<file path="src/rtl/mips_dmem_ctrl.sv">
// rtl/mips_dmem_ctrl.sv - stall-handshake data memory controller with wait states, byte enables and an I/O window
module mips_dmem_ctrl #(
    parameter int          DATA_W      = 32,
    parameter int          RAM_DEPTH   = 64,
    parameter int          WAIT_STATES = 1,
    parameter int          NUM_GPO     = 4,
    parameter logic [31:0] IO_BASE     = 32'hFFFF_0000
) (
    input  logic                      clk,
    input  logic                      reset,
    input  logic                      req_valid,
    input  logic                      req_we,
    input  logic [31:0]               req_addr,
    input  logic [DATA_W-1:0]         req_wdata,
    input  logic [DATA_W/8-1:0]       req_be,
    output logic [DATA_W-1:0]         rsp_rdata,
    output logic                      stall,
    output logic [NUM_GPO*DATA_W-1:0] gpo,
    input  logic [DATA_W-1:0]         gpi,
    output logic                      err
);
    localparam int         BE_W      = DATA_W / 8;
    localparam int         RAM_AW    = $clog2(RAM_DEPTH);
    localparam logic [3:0] WCNT_INIT = (WAIT_STATES > 0) ? 4'(WAIT_STATES - 1) : 4'd0;

    typedef enum logic [1:0] {S_IDLE, S_WAIT, S_DONE} state_t;

    state_t                    state_q, state_d;
    logic [3:0]                wcnt_q, wcnt_d;
    logic                      we_q, we_d;
    logic [31:0]               addr_q, addr_d;
    logic [DATA_W-1:0]         wdata_q, wdata_d;
    logic [BE_W-1:0]           be_q, be_d;
    logic [DATA_W-1:0]         rdata_q, rdata_d;
    logic [NUM_GPO*DATA_W-1:0] gpo_q, gpo_d;
    logic                      err_q, err_d;
    logic [31:0]               cnt_q, cnt_d;

    logic [DATA_W-1:0] mem [RAM_DEPTH];

    logic              a_we, mis, is_io, io_bad, do_acc;
    logic [31:0]       a_addr_raw, a_addr, io_off;
    logic [DATA_W-1:0] a_wdata, rd_word;
    logic [BE_W-1:0]   a_be;
    logic [29:0]       io_idx;
    logic [RAM_AW-1:0] ram_idx;

    function automatic logic [DATA_W-1:0] merge_be(input logic [DATA_W-1:0] old_w,
                                                   input logic [DATA_W-1:0] new_w,
                                                   input logic [BE_W-1:0]   be);
        logic [DATA_W-1:0] r;
        r = old_w;
        for (int b = 0; b < BE_W; b++)
            if (be[b]) r[8*b +: 8] = new_w[8*b +: 8];
        return r;
    endfunction

    // With zero wait states the access happens in the IDLE cycle itself, straight from the request
    always_comb begin
        if (state_q == S_IDLE) begin
            a_we       = req_we;
            a_addr_raw = req_addr;
            a_wdata    = req_wdata;
            a_be       = req_be;
        end else begin
            a_we       = we_q;
            a_addr_raw = addr_q;
            a_wdata    = wdata_q;
            a_be       = be_q;
        end
        a_addr  = {a_addr_raw[31:2], 2'b00};
        mis     = |a_addr_raw[1:0];
        is_io   = a_addr >= IO_BASE;
        io_off  = a_addr - IO_BASE;
        io_idx  = 30'(io_off >> 2);
        ram_idx = a_addr[RAM_AW+1:2];
        do_acc  = (state_q == S_IDLE && req_valid && WAIT_STATES == 0) ||
                  (state_q == S_WAIT && wcnt_q == 4'd0);

        rd_word = '0;
        io_bad  = 1'b0;
        if (!is_io) begin
            rd_word = mem[ram_idx];
        end else if (io_idx < 30'(NUM_GPO)) begin
            for (int k = 0; k < NUM_GPO; k++)
                if (io_idx == 30'(k)) rd_word = gpo_q[k*DATA_W +: DATA_W];
        end else if (io_idx == 30'(NUM_GPO)) begin
            rd_word = gpi;
        end else if (io_idx == 30'(NUM_GPO + 1)) begin
            rd_word = DATA_W'(cnt_q);
        end else begin
            io_bad = 1'b1;
        end
    end

    always_comb begin
        state_d = state_q;
        wcnt_d  = wcnt_q;
        we_d    = we_q;
        addr_d  = addr_q;
        wdata_d = wdata_q;
        be_d    = be_q;
        rdata_d = rdata_q;
        gpo_d   = gpo_q;
        err_d   = 1'b0;
        cnt_d   = cnt_q + 32'd1;

        case (state_q)
            S_IDLE: if (req_valid) begin
                we_d    = req_we;
                addr_d  = req_addr;
                wdata_d = req_wdata;
                be_d    = req_be;
                wcnt_d  = WCNT_INIT;
                state_d = (WAIT_STATES == 0) ? S_DONE : S_WAIT;
            end
            S_WAIT: begin
                if (wcnt_q != 4'd0) wcnt_d = wcnt_q - 4'd1;
                else                state_d = S_DONE;
            end
            default: state_d = S_IDLE;
        endcase

        if (do_acc) begin
            err_d = mis | io_bad;
            if (!a_we) rdata_d = rd_word;
            else if (is_io)
                for (int k = 0; k < NUM_GPO; k++)
                    if (io_idx == 30'(k))
                        gpo_d[k*DATA_W +: DATA_W] = merge_be(gpo_q[k*DATA_W +: DATA_W], a_wdata, a_be);
        end
    end

    always_ff @(posedge clk) begin
        if (!reset) begin
            state_q <= S_IDLE;
            wcnt_q  <= '0;
            we_q    <= 1'b0;
            addr_q  <= '0;
            wdata_q <= '0;
            be_q    <= '0;
            rdata_q <= '0;
            gpo_q   <= '0;
            err_q   <= 1'b0;
            cnt_q   <= '0;
        end else begin
            state_q <= state_d;
            wcnt_q  <= wcnt_d;
            we_q    <= we_d;
            addr_q  <= addr_d;
            wdata_q <= wdata_d;
            be_q    <= be_d;
            rdata_q <= rdata_d;
            gpo_q   <= gpo_d;
            err_q   <= err_d;
            cnt_q   <= cnt_d;
        end
    end

    // Storage is not reset; a store caught by reset is simply dropped
    always_ff @(posedge clk) begin
        if (reset && do_acc && a_we && !is_io)
            mem[ram_idx] <= merge_be(mem[ram_idx], a_wdata, a_be);
    end

    assign stall     = reset && ((state_q == S_IDLE && req_valid) || state_q == S_WAIT);
    assign rsp_rdata = rdata_q;
    assign gpo       = gpo_q;
    assign err       = err_q;
endmodule

</file>
<file path="config.mk">
export PLATFORM = sky130hd
export DESIGN_NAME = mips_dmem_ctrl
export DESIGN_NICKNAME = d
export VERILOG_FILES = /design/src/rtl/mips_dmem_ctrl.sv
export SDC_FILE = /design/constraint.sdc
export NUM_CORES = 2
export LEC_CHECK = 0
export ABC_AREA = 1
export BUFFER_PORTS_ARGS = -buffer_cell sky130_fd_sc_hd__buf_2
export CELL_PAD_IN_SITES_DETAIL_PLACEMENT = 1
export CELL_PAD_IN_SITES_GLOBAL_PLACEMENT = 2
export CORE_MARGIN = 3
export CORE_UTILIZATION = 38
export DETAILED_ROUTE_END_ITERATION = 8
export PLACE_DENSITY = 0.78
export SLEW_MARGIN = 10
export SYNTH_ARGS = -nofsm -noshare
export SYNTH_HDL_FRONTEND = slang
export SYNTH_SLANG_ARGS = --single-unit
</file>
<file path="constraint.sdc">
create_clock -name clk -period 4.8 [get_ports clk]
set_input_delay 0.72 -clock clk [delete_from_list [all_inputs] [get_ports clk]]
set_output_delay 0.72 -clock clk [all_outputs]
set_load 0.01 [all_outputs]
</file>
[Word-level counts from Yosys, hierarchy flattened]
Memories as Yosys holds them, arrays and structs flattened.
Index checks and enable logic that the tools add are counted.
Storage, ports and cells
  bits in registers: 268
  latch bits: 0
  memory bits (writable): 2048
  bits in read-only memories: 0
  input port bits: 104
  output and inout port bits: 162
  logic and storage cells: 109
  memories kept: 1
Cells by class
  add/subtract/negate cells: 3
  multipliers: 0
  divide/modulo/power cells: 0
  order comparisons: 2
  eq/ne operators: 9
  shift operators: 0
  multiplexer cells: 32
  bitwise gates (word level): 2
  reduce and logical (&&, ||, !) cells: 35
Memory list
  mem: depth 64, width 32, rd ports 1, clocked after memory_dff 0, wr ports 1, RTL line 39  | logic [DATA_W-1:0] mem [RAM_DEPTH];
Operator list (number)
  two-way mux 32 bit: 10
  AND reduction 5 bit: 16
  two-way mux 8 bit: 8
  equality test 30 x 2 -> 1 bit (second input constant): 2
  equality test 30 x 3 -> 1 bit (second input constant): 2
  adder 32 x 1 -> 32 bit (second input constant): 1
  >= comparator 32 bit (second input constant): 1
  subtractor 32 bit (second input constant): 1
  equality test 30 x 1 -> 1 bit (second input constant): 1
  zero test 30 bit: 1
  < comparator 30 x 3 -> 1 bit (second input constant): 1
  two-way mux 4 bit: 3
  one-hot mux 4 bit (2 select lines): 1
  AND reduction 2 bit: 4
  two-way mux 1 bit: 7
  logical AND 1 bit: 6
  inequality test 2 bit (second input constant): 3
  zero test 4 bit: 1
  two-way mux 2 bit: 2
  one-hot mux 2 bit (2 select lines): 1
  nonzero test 4 bit: 1
  subtractor 4 x 1 -> 4 bit (second input constant): 1
  AND reduction 3 bit: 1
  equality test 2 x 1 -> 1 bit (second input constant): 1
  7 further kinds: 7

[Depth between registers and ports, before layout]
  depth after elaboration: 10
  depth in mapped cells: 23
  depth with buffers taken out: 20

[Worst setup path after synthesis]
No wires, ideal clock.
  kind: input-to-reg
  start point: input req_addr[2]
  end point: memory mem[0][10], data pin
  setup time: 0.702 ns
  arrival time: 4.510 ns
  data required time: 4.098 ns
  slack: -0.412 ns
  stages: 14
  buffers on the path: 2
  cells stage by stage: inv_1 nand2_1 nand2_2 nor2_2 buf_2 clkbuf_1 nand2_1 nand4_1 nand3_1 nand2_1 nand2_1 nand2_1 nor2_1 o21ai_0
RTL lines
  start, declared: RTL line 13  | input logic [31:0] req_addr,
  end, declared: RTL line 39

[Worst setup path in the final report]
  start point: register state_q[0]
  end point: register gpo_q[68] (netlist: gpo[68])
Between the ends
  word-level cells in the longest chain between the ends: 5
  elaborated cells between the ends (all ways): 11
  those cells by class: 1 x add/sub; 1 x order compare; 2 x eq/ne; 4 x mux; 3 x reduce/logical
Ends and longest elaborated chain
  start, declared: RTL line 28  | state_t state_q, state_d;
  start signal, assigned: RTL line 147  | state_q <= state_d;
  zero test 2 bit: RTL line 60  | if (state_q == S_IDLE) begin
  two-way mux 32 bit: RTL line 60
  subtractor 32 bit: RTL line 74  | io_off = a_addr - IO_BASE;
  equality test 30 x 2 -> 1 bit: RTL line 129  | if (io_idx == 30'(k))
  AND reduction 5 bit (no line)
  end signal, assigned: RTL line 154  | gpo_q <= gpo_d;
  end, declared: RTL line 35  | logic [NUM_GPO*DATA_W-1:0] gpo_q, gpo_d;
Several ways; a longest one is shown, not always the timed one.
A chain may end at the register's enable or synchronous reset.

==> reports/summary.txt <==
run status -> finished, final reports clean
crit path DAT -> 5200 ps
routed vias -> 70497
Setup WS post-layout -> 367 ps
CTS Buf Count -> 237
# H-tree levels -> 4
CP max stage cell -> nor2_1
Leakage -> 0.0414 uW
largest net degree at the start of global routing -> 231
Pwr per Cell Area -> 445 nW/um^2
antenna violations before repair -> 24
initial DRC count -> 7627
hold_buf cts -> 0
Root Buffer Master -> clkbuf_16
Post-CTS Setup Repair Bufs -> 0
number of synthesized register bits -> 2316
unrepaired setup endpoints after global routing -> no
Yosys top cell area share -> 64.9%
Crit. End Element -> register
Post-synth top cells -> 2871 x nand2_1, 2048 x edfxtp_1, 795 x nor2_1
CTS clk-pin slew, worst paths -> 60 ps
type of the worst setup path -> reg2reg
dominant cell type by area after synthesis -> edfxtp_1
Synth async-reset ratio -> 0%
most frequent cell after synthesis -> nand2_1
total track usage -> 27.0%
hold crit path type -> in2reg
first-pass GRT wire length -> 507000 um
fin crit period -> 4430 ps
clock power share -> 36.3%
Synth Instances -> 8896
Final Wtd Congestion -> 0.885
PortBufs -> 265
dpl ws -> 457 ps
Top delay family on crit path -> simple AND/OR/NAND/NOR gates
sw frac -> 29.1%
Initial Util -> 38.4%
Comb power frac -> 16.4%
post-DP HPWL -> 217000 um
number of nets still failing antenna checks after routing -> 0
Slew headroom -> 13.2%
number of synthesis warnings -> 0
drt total wl -> 352000 um
CP peak stage delay -> 620 ps
Synth Area per Inst -> 10.7 um^2
critical-path cell list -> inv_1 -> nand2_2 -> nand2_1 -> nand2_8 -> nand2_4 -> buf_4 -> nor2_1 -> nand2_1 -> nor2_1 -> nand4_1 -> inv_2 -> nand2_2 -> o21ai_0 -> a21oi_1
Syn Nets -> 9002
fraction of the yosys area taken by sequential cells -> 70.5%
Post-Syn Area -> 94800 um^2
DR WL/cell -> 27.5 um
Seq pwr share -> 47.4%
cts repair resizes -> 0
placement row count -> 182
Max Cap Viol -> 0
CP max FO -> 22
Peak Freq -> 0.226 GHz
clk_skew -> 88.1 ps
Sink Count -> 2316
layout cells sized above 1 -> 11.7%
Max VDD drop -> 331 uV
CTS tree -> built
period utilisation layout -> 92.4%
synthesis-to-layout area growth -> 16.8%
drt first pass iters -> 5
vias in the first global route -> 71901
Chip Width -> 506 um
crit start category -> register
DIE AREA -> 256000 um^2
Final Hold Viols -> 0
NetSw -> 14300 uW
die height -> 506 um
Critical Path RT -> 5570 ps
CP bufs+invs -> 3
Synth area leaders -> edfxtp_1 65%, nand2_1 11%, dfxtp_1 5.7%, nor2_1 3.1%, a21oi_1 2.8%
via/cell ratio -> 5.51
P_int -> 34900 uW
# nets final -> 9374
final setup vio count -> 0
core area -> 247000 um^2
Synth cell types -> 47
Top FF cell, synth -> edfxtp_1
I/O pin count -> 266
# DRC -> 0
fin. max-slew vios -> 0
Post-synth EDFFs -> 2048
Worst-Margin Slew -> 1290 ps
Clock Path Buffers -> 3
Finished Core Util -> 44.8%
total grt overflow -> 0
clock insertion delay at the later pin of the skew report -> 950 ps
==> registers in the layout, indices dropped and copies added (netlist names), 4 cells and up <==
signal	count
addr_q	32
wcnt_q	4
mem	2048
rsp_rdata	32
wdata_q	32
gpo	128
cnt_q	32
be_q	4
==> metal layers <==
| metal | part of all wire [%] | wire [um] | track usage (%) |
|---|---|---|---|
| met1 | 42 | 149000 | 37.4 |
| met2 | 46 | 162000 | 43.0 |
| met3 | 8.0 | 28200 | 4.49 |
| met4 | 3.6 | 12500 | 9.15 |
| met5 | 0.012 | 43 | 0 |
==> final timing paths <==
| check | startpoint | to | slack [ps] | depth (start not counted) |
|---|---|---|---|---|
| setup / recovery | state_q[0] | gpo[68] | 370 | 14 |
| hold / removal | req_addr[24] | addr_q[24] | 90 | 3 |
| setup reg to reg | state_q[0] | gpo[68] | 370 | 14 |
| hold reg to reg | wcnt_q[0] | wcnt_q[0] | 460 | 1 |
==> per-stage QoR <==
step	instances	total power (uW)	setup TNS, ps	instance area (um^2)	hold slack, ps
after floorplan	8896	27500	-29560	94800	425
after global placement	12341	31500	0	103000	439
after detailed placement	12341	31700	0	103000	448
after CTS	12779	49400	0	111000	18.0
after global routing	12781	50800	0	111000	56.4
final	12792	49300	0	111000	89.6
==> worst register-to-register path, cell delays in order, from the launching register on <==
cell	delay (ps)
dfxtp_1	400
inv_1	90
nand2_2	340
nand2_1	240
nand2_8	250
nand2_4	210
buf_4	360
nor2_1	630
nand2_1	420
nor2_1	210
nand4_1	230
inv_2	280
nand2_2	280
o21ai_0	290
a21oi_1	70
==> final cells by class <==
cell class                 count  area (um^2)
fill                       26679       136000
sequential                  2316        66900
multi-input combinational   5467        24500
clock buffer                 310         6270
timing repair buffer         593         5270
tap                         3312         4140
inverter                     653         2460
clock inverter               128         1190
antenna                       13         32.5
==> logic make-up after synthesis <==
logic type,share of synthesized area [%]
AND/OR/NAND/NOR,19.3
XOR/XNOR,0.0185
buffers and inverters,4.68
AO/OA/AOI/OAI,5.50
adder cells (fa/ha/maj),0.0264
flip-flops,70.5
==> cells in the final DEF (no fill, tap or decap), types with 3 or more instances in the layout <==
cell type	count
clkinv_2	32
o21a_1	3
nand2_2	11
nor3_1	22
inv_1	641
nand4_1	324
nor2_4	81
nor2_1	730
nor3_2	7
o21ai_0	375
dfxtp_1	268
o21ai_2	5
a211oi_1	8
or2_2	39
clkinv_16	14
diode_2	13
clkbuf_1	66
edfxtp_1	2048
o21ai_1	49
o21ai_4	38
clkinvlp_4	3
buf_4	211
nor4_1	5
buf_12	118
nand4_4	3
buf_2	264
clkbuf_16	237
bufinv_16	10
nand2_1	2868
inv_2	9
clkbuf_8	6
nor2_2	6
clkinv_1	66
a21oi_1	534
nand3_1	333
==> power groups by stage <==
stage	Clock [uW]	Sequential, uW	Combinational, uW
after floorplan	0	24000	3460
after global placement	0	23700	7740
after detailed placement	0	23800	7930
after CTS	18100	23300	7970
after global routing	19000	23300	8540
final	17900	23300	8060
No activity file was read; power rests on OpenSTA's default activity.
